**config.mk**
```make
export PLATFORM = sky130hd
export DESIGN_NAME = i2s_codec_if_flat
export DESIGN_NICKNAME = d
export VERILOG_FILES = /design/src/rtl/i2s_pkg.sv /design/src/rtl/i2s_codec_if_if.sv /design/src/rtl/i2s_clkgen.sv /design/src/rtl/i2s_codec_if.sv /design/src/flat_wrapper.sv
export SDC_FILE = /design/constraint.sdc
export NUM_CORES = 1
export LEC_CHECK = 0
export ABC_CLOCK_PERIOD_IN_PS = 7500
export BUFFER_PORTS_ARGS = -buffer_cell sky130_fd_sc_hd__buf_2
export CAP_MARGIN = 5
export CORE_UTILIZATION = 55
export CTS_BUF_LIST = sky130_fd_sc_hd__clkbuf_8
export DETAILED_ROUTE_END_ITERATION = 8
export PLACE_DENSITY = 0.76
export SETUP_SLACK_MARGIN = 0.15
export SLEW_MARGIN = 20
export SYNTH_ARGS = -nofsm -noshare
export SYNTH_HDL_FRONTEND = slang
export SYNTH_SLANG_ARGS = --single-unit
```
**constraint.sdc**
```tcl
create_clock -name Clk -period 7.5 [get_ports Clk]
set_input_delay 0.75 -clock Clk [delete_from_list [all_inputs] [get_ports Clk]]
set_output_delay 0.75 -clock Clk [all_outputs]
set_load 0.01 [all_outputs]
```
**src/rtl/i2s_pkg.sv**
```systemverilog
// rtl/i2s_pkg.sv - shared types, default parameters and counter-width helper for the I2S transceiver
package i2s_pkg;

    typedef enum logic {
        FMT_I2S = 1'b0,
        FMT_LJ  = 1'b1
    } fmt_e;

    localparam int DEF_SAMPLE_W  = 24;
    localparam int DEF_SLOT_W    = 32;
    localparam int DEF_MCLK_DIV  = 4;
    localparam int DEF_BCLK_HALF = 8;

    // Width of a counter running 0..n-1; never narrower than one bit.
    function automatic int cnt_w(input int n);
        return (n <= 2) ? 1 : $clog2(n);
    endfunction

endpackage

```
**src/rtl/i2s_codec_if_if.sv**
```systemverilog
// rtl/i2s_codec_if_if.sv - sample-side valid/ready bundle between the sampler datapath and the I2S transceiver
interface i2s_codec_if_if #(
    parameter int SAMPLE_W = i2s_pkg::DEF_SAMPLE_W
) ();

    logic [SAMPLE_W-1:0] tx_l;
    logic [SAMPLE_W-1:0] tx_r;
    logic                tx_valid;
    logic                tx_ready;
    logic [SAMPLE_W-1:0] rx_l;
    logic [SAMPLE_W-1:0] rx_r;
    logic                rx_valid;
    logic                tx_underrun;
    logic                frame_start;

    modport master (
        output tx_l, tx_r, tx_valid,
        input  tx_ready, rx_l, rx_r, rx_valid, tx_underrun, frame_start
    );

    modport slave (
        input  tx_l, tx_r, tx_valid,
        output tx_ready, rx_l, rx_r, rx_valid, tx_underrun, frame_start
    );

endinterface

```
**src/rtl/i2s_clkgen.sv**
```systemverilog
// rtl/i2s_clkgen.sv - MCLK/BCLK/LRCLK generation, bit position and edge strobes
module i2s_clkgen
    import i2s_pkg::*;
#(
    parameter int SLOT_W    = DEF_SLOT_W,
    parameter int MCLK_DIV  = DEF_MCLK_DIV,
    parameter int BCLK_HALF = DEF_BCLK_HALF,
    localparam int BW       = cnt_w(SLOT_W)
) (
    input  logic          clk,
    input  logic          rst,
    input  logic          enable,
    output logic          mclk,
    output logic          bclk,
    output logic          lrclk,
    output logic          fall,
    output logic          rise,
    output logic          frame_start,
    output logic [BW-1:0] bit_cnt
);

    localparam int MW = cnt_w(MCLK_DIV);
    localparam int HW = cnt_w(BCLK_HALF);

    logic [MW-1:0] mclk_cnt;
    logic [HW-1:0] bclk_cnt;
    logic          bclk_q;
    logic          lrclk_q;
    logic [BW-1:0] bit_q;
    logic          tc;
    logic          slot_end;

    assign tc          = (bclk_cnt == HW'(BCLK_HALF - 1));
    assign slot_end    = (bit_q == BW'(SLOT_W - 1));
    // Strobes mark the clk edge at which bclk itself toggles.
    assign fall        = enable & tc & bclk_q;
    assign rise        = enable & tc & ~bclk_q;
    assign frame_start = fall & slot_end & lrclk_q;

    assign mclk    = mclk_cnt[MW-1];
    assign bclk    = bclk_q;
    assign lrclk   = lrclk_q;
    assign bit_cnt = bit_q;

    always_ff @(posedge clk or posedge rst) begin
        if (rst) begin
            mclk_cnt <= '0;
        end else begin
            mclk_cnt <= mclk_cnt + 1'b1;
        end
    end

    always_ff @(posedge clk or posedge rst) begin
        if (rst) begin
            bclk_cnt <= '0;
            bclk_q   <= 1'b0;
            bit_q    <= '0;
            lrclk_q  <= 1'b0;
        end else if (!enable) begin
            bclk_cnt <= '0;
            bclk_q   <= 1'b0;
            bit_q    <= '0;
            lrclk_q  <= 1'b0;
        end else begin
            bclk_cnt <= tc ? '0 : bclk_cnt + 1'b1;
            if (tc) begin
                bclk_q <= ~bclk_q;
            end
            if (fall) begin
                bit_q <= slot_end ? '0 : bit_q + 1'b1;
                if (slot_end) begin
                    lrclk_q <= ~lrclk_q;
                end
            end
        end
    end

endmodule

```
**src/rtl/i2s_codec_if.sv**
```systemverilog
// rtl/i2s_codec_if.sv - I2S master transceiver: TX holding register and shifter, RX synchroniser and capture
module i2s_codec_if
    import i2s_pkg::*;
#(
    parameter int SAMPLE_W  = DEF_SAMPLE_W,
    parameter int SLOT_W    = DEF_SLOT_W,
    parameter int MCLK_DIV  = DEF_MCLK_DIV,
    parameter int BCLK_HALF = DEF_BCLK_HALF
) (
    input  logic           Clk,
    input  logic           Reset_h,
    input  logic           enable,
    input  logic           fmt_lj,
    input  logic           loopback,
    output logic           codec_mclk,
    output logic           codec_bclk,
    output logic           codec_lrclk,
    output logic           codec_dout,
    input  logic           codec_din,
    i2s_codec_if_if.slave  smp
);

    localparam int BW  = cnt_w(SLOT_W);
    localparam int FW  = 2 * SLOT_W;
    localparam int PAD = SLOT_W - SAMPLE_W;

    logic          fall;
    logic          rise;
    logic          frame_start;
    logic [BW-1:0] bit_cnt;

    i2s_clkgen #(
        .SLOT_W    (SLOT_W),
        .MCLK_DIV  (MCLK_DIV),
        .BCLK_HALF (BCLK_HALF)
    ) u_clkgen (
        .clk         (Clk),
        .rst         (Reset_h),
        .enable      (enable),
        .mclk        (codec_mclk),
        .bclk        (codec_bclk),
        .lrclk       (codec_lrclk),
        .fall        (fall),
        .rise        (rise),
        .frame_start (frame_start),
        .bit_cnt     (bit_cnt)
    );

    logic                hold_full;
    logic [SAMPLE_W-1:0] hold_l;
    logic [SAMPLE_W-1:0] hold_r;

    always_ff @(posedge Clk or posedge Reset_h) begin
        if (Reset_h) begin
            hold_full <= 1'b0;
            hold_l    <= '0;
            hold_r    <= '0;
        end else if (frame_start && hold_full) begin
            hold_full <= 1'b0;
        end else if (smp.tx_valid && !hold_full) begin
            hold_full <= 1'b1;
            hold_l    <= smp.tx_l;
            hold_r    <= smp.tx_r;
        end
    end

    logic [SAMPLE_W-1:0] data_l;
    logic [SAMPLE_W-1:0] data_r;
    logic [SLOT_W-1:0]   slot_l;
    logic [SLOT_W-1:0]   slot_r;
    logic [FW-1:0]       frame;
    logic [FW-1:0]       tx_sh;
    logic                dout_q;
    fmt_e                fmt_q;

    // Whole frame is built at frame_start; I2S adds the one-bit delay by shifting the slot right.
    always_comb begin
        data_l = hold_full ? hold_l : '0;
        data_r = hold_full ? hold_r : '0;
        slot_l = {data_l, {PAD{1'b0}}};
        slot_r = {data_r, {PAD{1'b0}}};
        if (!fmt_lj) begin
            slot_l = slot_l >> 1;
            slot_r = slot_r >> 1;
        end
        frame = {slot_l, slot_r};
    end

    always_ff @(posedge Clk or posedge Reset_h) begin
        if (Reset_h) begin
            tx_sh  <= '0;
            dout_q <= 1'b0;
            fmt_q  <= FMT_I2S;
        end else if (!enable) begin
            tx_sh  <= '0;
            dout_q <= 1'b0;
        end else if (frame_start) begin
            dout_q <= frame[FW-1];
            tx_sh  <= {frame[FW-2:0], 1'b0};
            fmt_q  <= fmt_lj ? FMT_LJ : FMT_I2S;
        end else if (fall) begin
            dout_q <= tx_sh[FW-1];
            tx_sh  <= {tx_sh[FW-2:0], 1'b0};
        end
    end

    logic [1:0]          din_sync;
    logic [BW-1:0]       first_bit;
    logic [BW-1:0]       last_bit;
    logic                in_data;
    logic [SAMPLE_W-2:0] rx_sh;
    logic [SAMPLE_W-1:0] rx_word;
    logic [SAMPLE_W-1:0] rx_stage;
    logic [SAMPLE_W-1:0] rx_l_q;
    logic [SAMPLE_W-1:0] rx_r_q;
    logic                rx_pend;
    logic                rx_valid_q;

    always_ff @(posedge Clk or posedge Reset_h) begin
        if (Reset_h) begin
            din_sync <= '0;
        end else begin
            din_sync <= {din_sync[0], codec_din};
        end
    end

    always_comb begin
        first_bit = (fmt_q == FMT_LJ) ? '0 : BW'(1);
        last_bit  = (fmt_q == FMT_LJ) ? BW'(SAMPLE_W - 1) : BW'(SAMPLE_W);
        in_data   = (bit_cnt >= first_bit) && (bit_cnt <= last_bit);
        rx_word   = {rx_sh, din_sync[1]};
    end

    always_ff @(posedge Clk or posedge Reset_h) begin
        if (Reset_h) begin
            rx_sh      <= '0;
            rx_stage   <= '0;
            rx_l_q     <= '0;
            rx_r_q     <= '0;
            rx_pend    <= 1'b0;
            rx_valid_q <= 1'b0;
        end else begin
            rx_valid_q <= rx_pend;
            rx_pend    <= 1'b0;
            if (!enable) begin
                rx_sh    <= '0;
                rx_stage <= '0;
            end else if (rise && in_data) begin
                rx_sh <= rx_word[SAMPLE_W-2:0];
                if (bit_cnt == last_bit) begin
                    if (!codec_lrclk) begin
                        rx_stage <= rx_word;
                    end else begin
                        rx_l_q  <= rx_stage;
                        rx_r_q  <= rx_word;
                        rx_pend <= 1'b1;
                    end
                end
            end
        end
    end

    assign codec_dout      = loopback ? codec_din : dout_q;
    assign smp.tx_ready    = ~hold_full;
    assign smp.tx_underrun = frame_start & ~hold_full;
    assign smp.frame_start = frame_start;
    assign smp.rx_l        = rx_l_q;
    assign smp.rx_r        = rx_r_q;
    assign smp.rx_valid    = rx_valid_q;

endmodule

```
**src/flat_wrapper.sv**
```systemverilog
// flat-port wrapper written by rule: the top's interface ports become plain ports
module i2s_codec_if_flat import i2s_pkg::*;
#(
    parameter int SAMPLE_W  = DEF_SAMPLE_W,
    parameter int SLOT_W    = DEF_SLOT_W,
    parameter int MCLK_DIV  = DEF_MCLK_DIV,
    parameter int BCLK_HALF = DEF_BCLK_HALF
)
  (Clk, Reset_h, enable, fmt_lj, loopback, codec_mclk, codec_bclk, codec_lrclk, codec_dout, codec_din, smp_tx_l, smp_tx_r, smp_tx_valid, smp_tx_ready, smp_rx_l, smp_rx_r, smp_rx_valid, smp_tx_underrun, smp_frame_start);
  i2s_codec_if_if #(.SAMPLE_W(SAMPLE_W)) smp_i ();
  input  logic Clk;
  input  logic Reset_h;
  input  logic enable;
  input  logic fmt_lj;
  input  logic loopback;
  output logic codec_mclk;
  output logic codec_bclk;
  output logic codec_lrclk;
  output logic codec_dout;
  input  logic codec_din;
  input wire logic [$bits(smp_i.tx_l)-1:0] smp_tx_l;
  input wire logic [$bits(smp_i.tx_r)-1:0] smp_tx_r;
  input wire logic [$bits(smp_i.tx_valid)-1:0] smp_tx_valid;
  output wire logic [$bits(smp_i.tx_ready)-1:0] smp_tx_ready;
  output wire logic [$bits(smp_i.rx_l)-1:0] smp_rx_l;
  output wire logic [$bits(smp_i.rx_r)-1:0] smp_rx_r;
  output wire logic [$bits(smp_i.rx_valid)-1:0] smp_rx_valid;
  output wire logic [$bits(smp_i.tx_underrun)-1:0] smp_tx_underrun;
  output wire logic [$bits(smp_i.frame_start)-1:0] smp_frame_start;
  assign smp_i.tx_l = smp_tx_l;
  assign smp_i.tx_r = smp_tx_r;
  assign smp_i.tx_valid = smp_tx_valid;
  assign smp_tx_ready = smp_i.tx_ready;
  assign smp_rx_l = smp_i.rx_l;
  assign smp_rx_r = smp_i.rx_r;
  assign smp_rx_valid = smp_i.rx_valid;
  assign smp_tx_underrun = smp_i.tx_underrun;
  assign smp_frame_start = smp_i.frame_start;
  i2s_codec_if #(.SAMPLE_W(SAMPLE_W), .SLOT_W(SLOT_W), .MCLK_DIV(MCLK_DIV), .BCLK_HALF(BCLK_HALF)) u_core (.Clk(Clk), .Reset_h(Reset_h), .enable(enable), .fmt_lj(fmt_lj), .loopback(loopback), .codec_mclk(codec_mclk), .codec_bclk(codec_bclk), .codec_lrclk(codec_lrclk), .codec_dout(codec_dout), .codec_din(codec_din), .smp(smp_i));
endmodule
```
### Word-level counts from Yosys, hierarchy flattened

Cells that the tools add are included.

* output and inout bits: 56
* word-level logic and storage cells: 90
* register bits: 226
* bits of input ports: 55

* add/sub/neg operators: 3
* reduce and logical (&&, ||, !) cells: 11
* eq/ne operators: 10
* muxes and demuxes: 36
* order comparisons: 2
* bitwise gates (word level): 10

Operators by type and width (number)
* $mux 64: 3
* $mux 24: 6
* $mux 32: 2
* $mux 23: 2
* $mux 1: 17
* $mux 5: 3
* $ne 2x1->1 const B: 5
* $and 1x1->1: 6
* $mux 3: 2
* $reduce_and 2->1: 3
* $add 5x1->5 const B: 1
* $eq 5x5->1: 1
* $eq 5x5->1 const B: 1
* $ge 5x5->1: 1
* $le 5x5->1: 1
* $logic_and 1x1->1: 4
* $mux 4: 1
* $not 1->1: 4
* $reduce_and 4->1: 1
* $add 3x1->3 const B: 1
* $eq 3x3->1 const B: 1
* $ne 3x1->1 const B: 1
* $reduce_and 3->1: 1
* $add 2x1->2 const B: 1
* 3 further kinds: 3

### Longest topological paths before layout

Gate-level depths: netlist of the first run.

* word-level depth: 8
* depth in mapped cells: 8
* depth with buffers taken out: 7

### Hierarchy

From an unflattened synthesis of the first run, not the netlist that was laid out.

* cell total of the unflattened synthesis: 742
* area, all modules: 9102.5 µm²

By module, submodules not included
* i2s_codec_if: sequential area each 5154.9 µm², area each 8525.7 µm², times used 1, cells an instance 689
* i2s_clkgen: sequential area each 300.3 µm², area each 576.8 µm², times used 1, cells an instance 53

### Least setup slack after synthesis of the first run

OpenSTA, ideal clock, no wires.

* path kind: register -> output
* from: reg u_core.u_clkgen.bclk_cnt[0]
* to: out smp_tx_underrun
* required time: 6.750 ns
* buffers on the path: 2
* arrival time: 1.567 ns
* slack: 5.183 ns
* stages on the path, launching flop included: 7
* cells stage by stage: dfrtp_1 ha_1 ha_1 nand2_1 clkbuf_1 buf_1 nor3_1

* cells in the longest elaborated chain, start to end: 6

Ends and longest elaborated chain
* start, declared: RTL line i2s_clkgen.sv:26 `logic [HW-1:0] bclk_cnt;`
* start signal, assigned: RTL line i2s_clkgen.sv:65 `bclk_cnt <= tc ? '0 : bclk_cnt + 1'b1;`
* $eq 3x3->1: RTL line i2s_clkgen.sv:33 `assign tc = (bclk_cnt == HW'(BCLK_HALF - 1));`
* $and 1x1->1 (2 in a row): RTL line i2s_clkgen.sv:36 `assign fall = enable & tc & bclk_q;`
* $and 1x1->1 (2 in a row): RTL line i2s_clkgen.sv:38 `assign frame_start = fall & slot_end & lrclk_q;`
* $and 1x1->1: RTL line i2s_codec_if.sv:165 `assign smp.tx_underrun = frame_start & ~hold_full;`
* end, declared: RTL line flat_wrapper.sv:28 `output wire logic [$bits(smp_i.tx_underrun)-1:0] smp_tx_underrun;`

Every way passes these cells.

### Final worst setup path of the first run

Ends and elaborated chain as after synthesis.

==> results of run 1 <==
-- flip-flops by register name, indices dropped and copies added, names as in the netlist, 2 cells and up --
signal / cells
u_core.smp.rx_l: 24
u_core.smp.rx_r: 24
u_core.tx_sh: 56
u_core.din_sync: 2
u_core.hold_r: 24
u_core.u_clkgen.bit_cnt: 5
u_core.u_clkgen.bclk_cnt: 3
u_core.rx_stage: 24
u_core.u_clkgen.mclk_cnt: 2
u_core.hold_l: 24
u_core.rx_sh: 23
-- where the power goes --
part | total (uW) | internal [uW] | switching [uW]
logic | 116 | 54.9 | 61.4
registers | 1230 | 1210 | 25.4
clock network | 1070 | 617 | 457
-- kinds of logic after synthesis --
| logic type | after synthesis | share of synthesized area [%] |
|---|---|---|
| adders and majority gates | 9 | 1.230 |
| buffers and inverters | 61 | 2.910 |
| and+or+nand+nor | 92 | 4.386 |
| muxes | 190 | 22.46 |
| xor gates and xnor gates | 4 | 0.3826 |
| DFF | 218 | 59.57 |
| AOI/OAI and AO/OA | 120 | 9.059 |
-- per-stage QoR --
step | power, uW | utilization [%] | area (um^2) | hold WS (ns)
global placement | 1366 | 61.21 | 9829 | 0.3351
CTS | 2457 | 66.03 | 10600 | 0.3486
floorplan | 1334 | - | 9158 | 0.3312
global route | 2534 | 66.21 | 10630 | 0.3528
detailed placement | 1373 | 61.21 | 9829 | 0.3347
finish | 2426 | 66.21 | 10630 | 0.3479
-- cells in the final DEF (no fill, tap or decap), types with 4 or more instances in the layout --
cell type  netlist  final
dfrtp_1        218    218
buf_2           15    110
mux2i_1         93     93
mux2_2          88     88
nand2_1         57     56
a22oi_1         55     55
clkbuf_8         0     49
o22ai_1         47     47
inv_1            9     19
nor2_1          15     15
mux2_4           9      9
ha_1             9      9
a21oi_1          5      5
o21ai_0          5      5
buf_4            3      5
nand3_1          5      4
clkinv_2         0      4
-- path summary, 6_finish.rpt --
check / to / cells past startpoint
max in group asynchronous: u_core.hold_l[21] / 3
min reg2reg: u_core.smp.rx_valid / 0
max: smp_tx_underrun / 5
min in group asynchronous: u_core.hold_r[16] / 2
min: u_core.smp.rx_valid / 0
max reg2reg: u_core.smp.rx_l[12] / 7
-- metal layers --
metal | wire [um] | share of wire [%] | up-vias
met3 | 970 | 5.6 | 42
met4 | 431 | 2.5 | 0
met2 | 8284 | 48 | 179
met5 | 0 | 0 | -
met1 | 7639 | 44 | 2943
li1 | - | - | 2740
-- area by class of cell --
class	instances	area [um^2]	area share, %
Sequential cell	218	5455	51.31
Multi-Input combinational cell	415	3468	32.62
Clock buffer	49	674.4	6.343
Timing Repair Buffer	117	619.3	5.826
Tap cell	216	270.3	2.542
Clock inverter	17	98.84	0.9297
Inverter	10	45.04	0.4237
==> flow_summary.yaml, run 1 <==
power_and_ir_drop:
  p_per_area_nw_per_um2: 228.1
  peakVddDrop_mv: 0.1482
  power.leakage_uw: 0.005385
timing:
  setup_viol: 0
  relSlewSlack_pct: 29.01
  post-route-period-util_pct: 42.08
  finalSetupTns_ns: 0
  fin_crit_ns: 3.156
  slew_violations: 0
  hold_viol_final: 0
  worst-slew-pin-transition_ns: 1.065
  skew_ns: 0.01220
  rsz0062_at_grt: "no"
  max_freq_mhz: 316.9
  setup_slack_ns: 4.344
cts:
  cts.htree.levels: 2
  clock_path_buffers: 3
  clk_pin_slew_ns: 0.06
  hold_buffers: 0
  insertion_delay_ns: 0.52
  cts_root_buf: "clkbuf_8"
  cts_resized: 0
  post_cts_buffers: 0
  cts_tree: "built"
  cts.sinks: 218
  cts_buffers: 37
synth:
  synth_area_um2: 9158
  yosysUniqueCellTypes: 41
  synth_nets: 758
  synthArstFlopShare_pct: 100.0
  ys_seq_area_share_pct: 59.57
  synth_seq_cells: 218
  synthesis.instances: 694
  synth_top_cell_area_share_pct: 59.57
  synth.avg_cell_area_um2: 13.20
  ys_top_cells_by_area: "dfrtp_1 60%, mux2_2 11%, mux2i_1 10%"
  yosysTopAreaCell: "dfrtp_1"
  synth.cells.most_frequent: "218 x dfrtp_1, 93 x mux2i_1, 88 x mux2_2"
  synth_edf_count: 0
  ys.flop_type: "dfrtp_1"
  yosysMostFrequentCell: "dfrtp_1"
  yosys_warnings: 0
placement:
  place.gp.congestion: 0.7559
  hpwlAfterDp_mm: 10.76
  placedCellCount: 975
  pre_cts_slack_ns: 3.818
  portBuffers: 110
global_route:
  gr-usage-met2_pct: 35.11
  grt_usage_pct: 21.30
  grt_antenna_before_repair: 0
  grt_pass1_vias: 5990
  use_met3_pct: 5.090
  grt_pass1_wl_mm: 28.79
  grt-busiest-layer: "met2"
  grt_util_met1_pct: 27.36
  gr-total-overflow: 0
  grt_start_max_net_pins: 130
setup_path:
  worstSetupEndpointType: "primary output"
  critPathMostFrequentCell: "ha_1"
  critical_path.cell_chain: "ha_1 -> ha_1 -> nand2_4 -> nor3_1 -> buf_2"
  path_buf_inv: 1
  critPathLaunchType: "register"
  cpMaxStageDelayCell: "nor3_1"
  cp_data_required_time_ns: 6.75
  crit_fanout: 65
  critPathArrivalTime_ns: 2.41
  slowest_delay_ns: 0.44
  r2r-start: "u_core.u_clkgen.bclk_cnt[0]"
  crit_family: "simple AND/OR/NAND/NOR gates"
  setup.worst_path.start: "u_core.u_clkgen.bclk_cnt[0]"
  r2r_slack_ns: 4.40
  critPathKind: "reg2out"
die:
  design.portCount: 111
  core_area_um2: 16060
  die_x_um: 131.0
  dieHeight_um: 131.0
  start_util_pct: 57.03
  die-area_um2: 17170
  rows: 46
route:
  antenna_left: 0
  firstDrtPassIters: 4
  drc: 0
  routedWlPerCell_um: 16.63
  vias_per_cell: 5.666
  first_iter_violations: 416
  drt_wl_total_mm: 17.33
  vias: 5904
worst_hold_path:
  hp-class: "reg2reg"
  hold_start: "u_core.rx_pend"
layout:
  drive_gt1_share_pct: 33.78
  diodes: 0
  layoutNonFillerInstCount: 1042
  nFillCells: 1180
  nets: 863
  syn2layout_area_growth_pct: 16.09
run_status:
  status: "complete, no violations"
job:
  cap_violations: 0
Note: power is estimated with default switching activity, not from simulation.
==> inputs of run 2 (changes only) <==
--- a/config.mk
+++ b/config.mk
@@ -5,13 +5,13 @@
 export SDC_FILE = /design/constraint.sdc
 export NUM_CORES = 1
 export LEC_CHECK = 0
-export ABC_CLOCK_PERIOD_IN_PS = 7500
+export ABC_CLOCK_PERIOD_IN_PS = 2900
 export BUFFER_PORTS_ARGS = -buffer_cell sky130_fd_sc_hd__buf_2
 export CAP_MARGIN = 5
-export CORE_UTILIZATION = 55
+export CORE_UTILIZATION = 54
 export CTS_BUF_LIST = sky130_fd_sc_hd__clkbuf_8
 export DETAILED_ROUTE_END_ITERATION = 8
-export PLACE_DENSITY = 0.76
+export PLACE_DENSITY = 0.78
 export SETUP_SLACK_MARGIN = 0.15
 export SLEW_MARGIN = 20
 export SYNTH_ARGS = -nofsm -noshare
==> constraint.sdc (replaced) <==
create_clock -name Clk -period 2.9 [get_ports Clk]
set_input_delay 0.29 -clock Clk [delete_from_list [all_inputs] [get_ports Clk]]
set_output_delay 0.29 -clock Clk [all_outputs]
set_load 0.01 [all_outputs]
==> run 2 against run 1 <==
  * Clock skew grew 0.0032 ns
  * Cell count grew 5.6%
  * Combinational power grew to 3.1 times the previous value
  * First-iteration DRC count shrank 32%
  * Clock-buffer cell count shrank 10
  * Core utilization grew 0.69 points
  * Flip-flop and latch count is the same
  * Critical path depth grew 1
  * Largest cell class unchanged
  * Non-clock buffer count grew 57
  * Worst hold slack lost 0.32 ns
  * Global-route usage grew 0.58 points
  * Register-to-register slack lost 4.0 ns
==> flow_summary.yaml, run 2 (same netlist as run 1, synthesis figures left out) <==
setup_path:
  cp_data_required_time_ns: 2.61
  critPathMostFrequentCell: "ha_1"
  critPathKind: "reg2out"
  slowest_delay_ns: 0.36
  critPathArrivalTime_ns: 2.25
  crit_fanout: 33
  worstSetupEndpointType: "primary output"
  cpMaxStageDelayCell: "dfrtp_1"
  critPathLaunchType: "register"
  critical_path.cell_chain: "ha_1 -> ha_1 -> nand2_2 -> buf_4 -> nor3_1 -> buf_2"
timing:
  skew_ns: 0.01540
  hold_viol_final: 0
  fin_crit_ns: 2.540
  worst-slew-pin-transition_ns: 1.043
  relSlewSlack_pct: 30.34
  rsz0062_at_grt: "no"
  setup_slack_ns: 0.3597
  max_freq_mhz: 393.7
  slew_violations: 0
  setup_viol: 0
  post-route-period-util_pct: 87.60
global_route:
  grt_start_max_net_pins: 70
  grt_usage_pct: 21.88
  grt_pass1_wl_mm: 30.75
  gr-total-overflow: 0
  grt_antenna_before_repair: 0
  grt_pass1_vias: 6213
die:
  start_util_pct: 55.22
  rows: 47
  die_x_um: 132.2
  dieHeight_um: 132.2
  die-area_um2: 17480
  design.portCount: 111
  core_area_um2: 16580
placement:
  place.gp.congestion: 0.7575
  pre_cts_slack_ns: 0.4492
  place_area_um2: 9996
  hpwlAfterDp_mm: 11.42
  placedCellCount: 991
  portBuffers: 110
power_and_ir_drop:
  power.leakage_uw: 0.005595
  p_total_uw: 5943
  p_per_area_nw_per_um2: 535.7
  peakVddDrop_mv: 0.3432
layout:
  top_register: "u_core.tx_sh"
  stdcell_area_um2: 11090
  nets: 919
  diodes: 0
  layoutNonFillerInstCount: 1100
  syn2layout_area_growth_pct: 21.14
  largest_reg_flops: 56
  final_cell_mix: "218 x dfrtp_1, 110 x buf_2, 93 x mux2i_1, 88 x mux2_2, 56 x nand2_1"
  drive_gt1_share_pct: 31.48
  layout_commonest_cell: "dfrtp_1"
route:
  firstDrtPassIters: 4
  vias_per_cell: 5.552
  vias: 6107
  routedWlPerCell_um: 16.72
  drc: 0
  antenna_left: 0
  first_iter_violations: 283
  drt_wl_total_mm: 18.39
job:
  cap_violations: 0
run_status:
  status: "complete, no violations"
cts:
  cts.sinks: 218
  cts_resized: 0
  cts.htree.levels: 2
  cts_buffers: 36
  clk_pin_slew_ns: 0.06
  cts_tree: "built"
  insertion_delay_ns: 0.51
  cts_root_buf: "clkbuf_8"
  post_cts_buffers: 0
  clock_path_buffers: 3
worst_hold_path:
  hp-class: "in2reg"
-- run 2: through the flow --
step	util (%)	TNS, ns	hold slack (ns)
floorplan	-	-50.16	0.3214
detailed placement	60.28	0	0.3451
global placement	60.28	0	0.3348
global route	66.89	0	0.004444
CTS	66.89	0	0.000007883
finish	66.89	0	0.02938
-- run 2: per-layer routing --
layer	routed length [um]	part of all wire (%)	GRT usage, %	vias to the layer above
met2	9191	50	36.18	182
met5	0	0	0	-
met3	929	5.1	4.806	43
met4	412	2.2	7.727	0
li1	-	-	-	2863
met1	7857	43	28.64	3019
-- run 2: where the power goes --
| part | internal, uW | switching, uW | leakage [uW] |
|---|---|---|---|
| Combinational | 192 | 170 | 0.00225 |
| Sequential | 3130 | 67.0 | 0.00295 |
| Clock | 1240 | 1150 | 0.000401 |
-- run 2: final timing paths --
path	slack, ns	to	from	depth (start not counted)
worst max-delay path	0.36	smp_tx_underrun	u_core.u_clkgen.bclk_cnt[0]	6
worst min-delay path	0.03	u_core.hold_r[22]	smp_tx_r[22]	2
worst min register to register	0.35	u_core.din_sync[1]	u_core.din_sync[0]	0
max in group asynchronous	1.53	u_core.smp.rx_r[17]	Reset_h	4
worst max register to register	0.38	u_core.tx_sh[24]	u_core.u_clkgen.bit_cnt[1]	8
min in group asynchronous	0.53	u_core.smp.rx_l[5]	Reset_h	3
-- run 2: area by class of cell --
class | instances | area, um^2
fill | 1184 | 5490
sequential | 218 | 5455
multi-input combinational | 415 | 3463
timing repair buffer | 174 | 1221
clock buffer | 39 | 536.8
tap | 220 | 275.3
clock inverter | 24 | 100.1
inverter | 10 | 41.29
-- run 2: what timing repair did --
action	CTS	global route
hold buffers	46	0
endpoints found under the setup margin	0	0
endpoints found under the hold margin	82	0
-- run 2: worst max-delay path: cells and delay by family, from the launching register on --
kind | cells | cell delay (ns)
buf+inv | 2 | 0.48
flops | 1 | 0.36
simple gates | 2 | 0.49
fa+ha+maj | 2 | 0.41
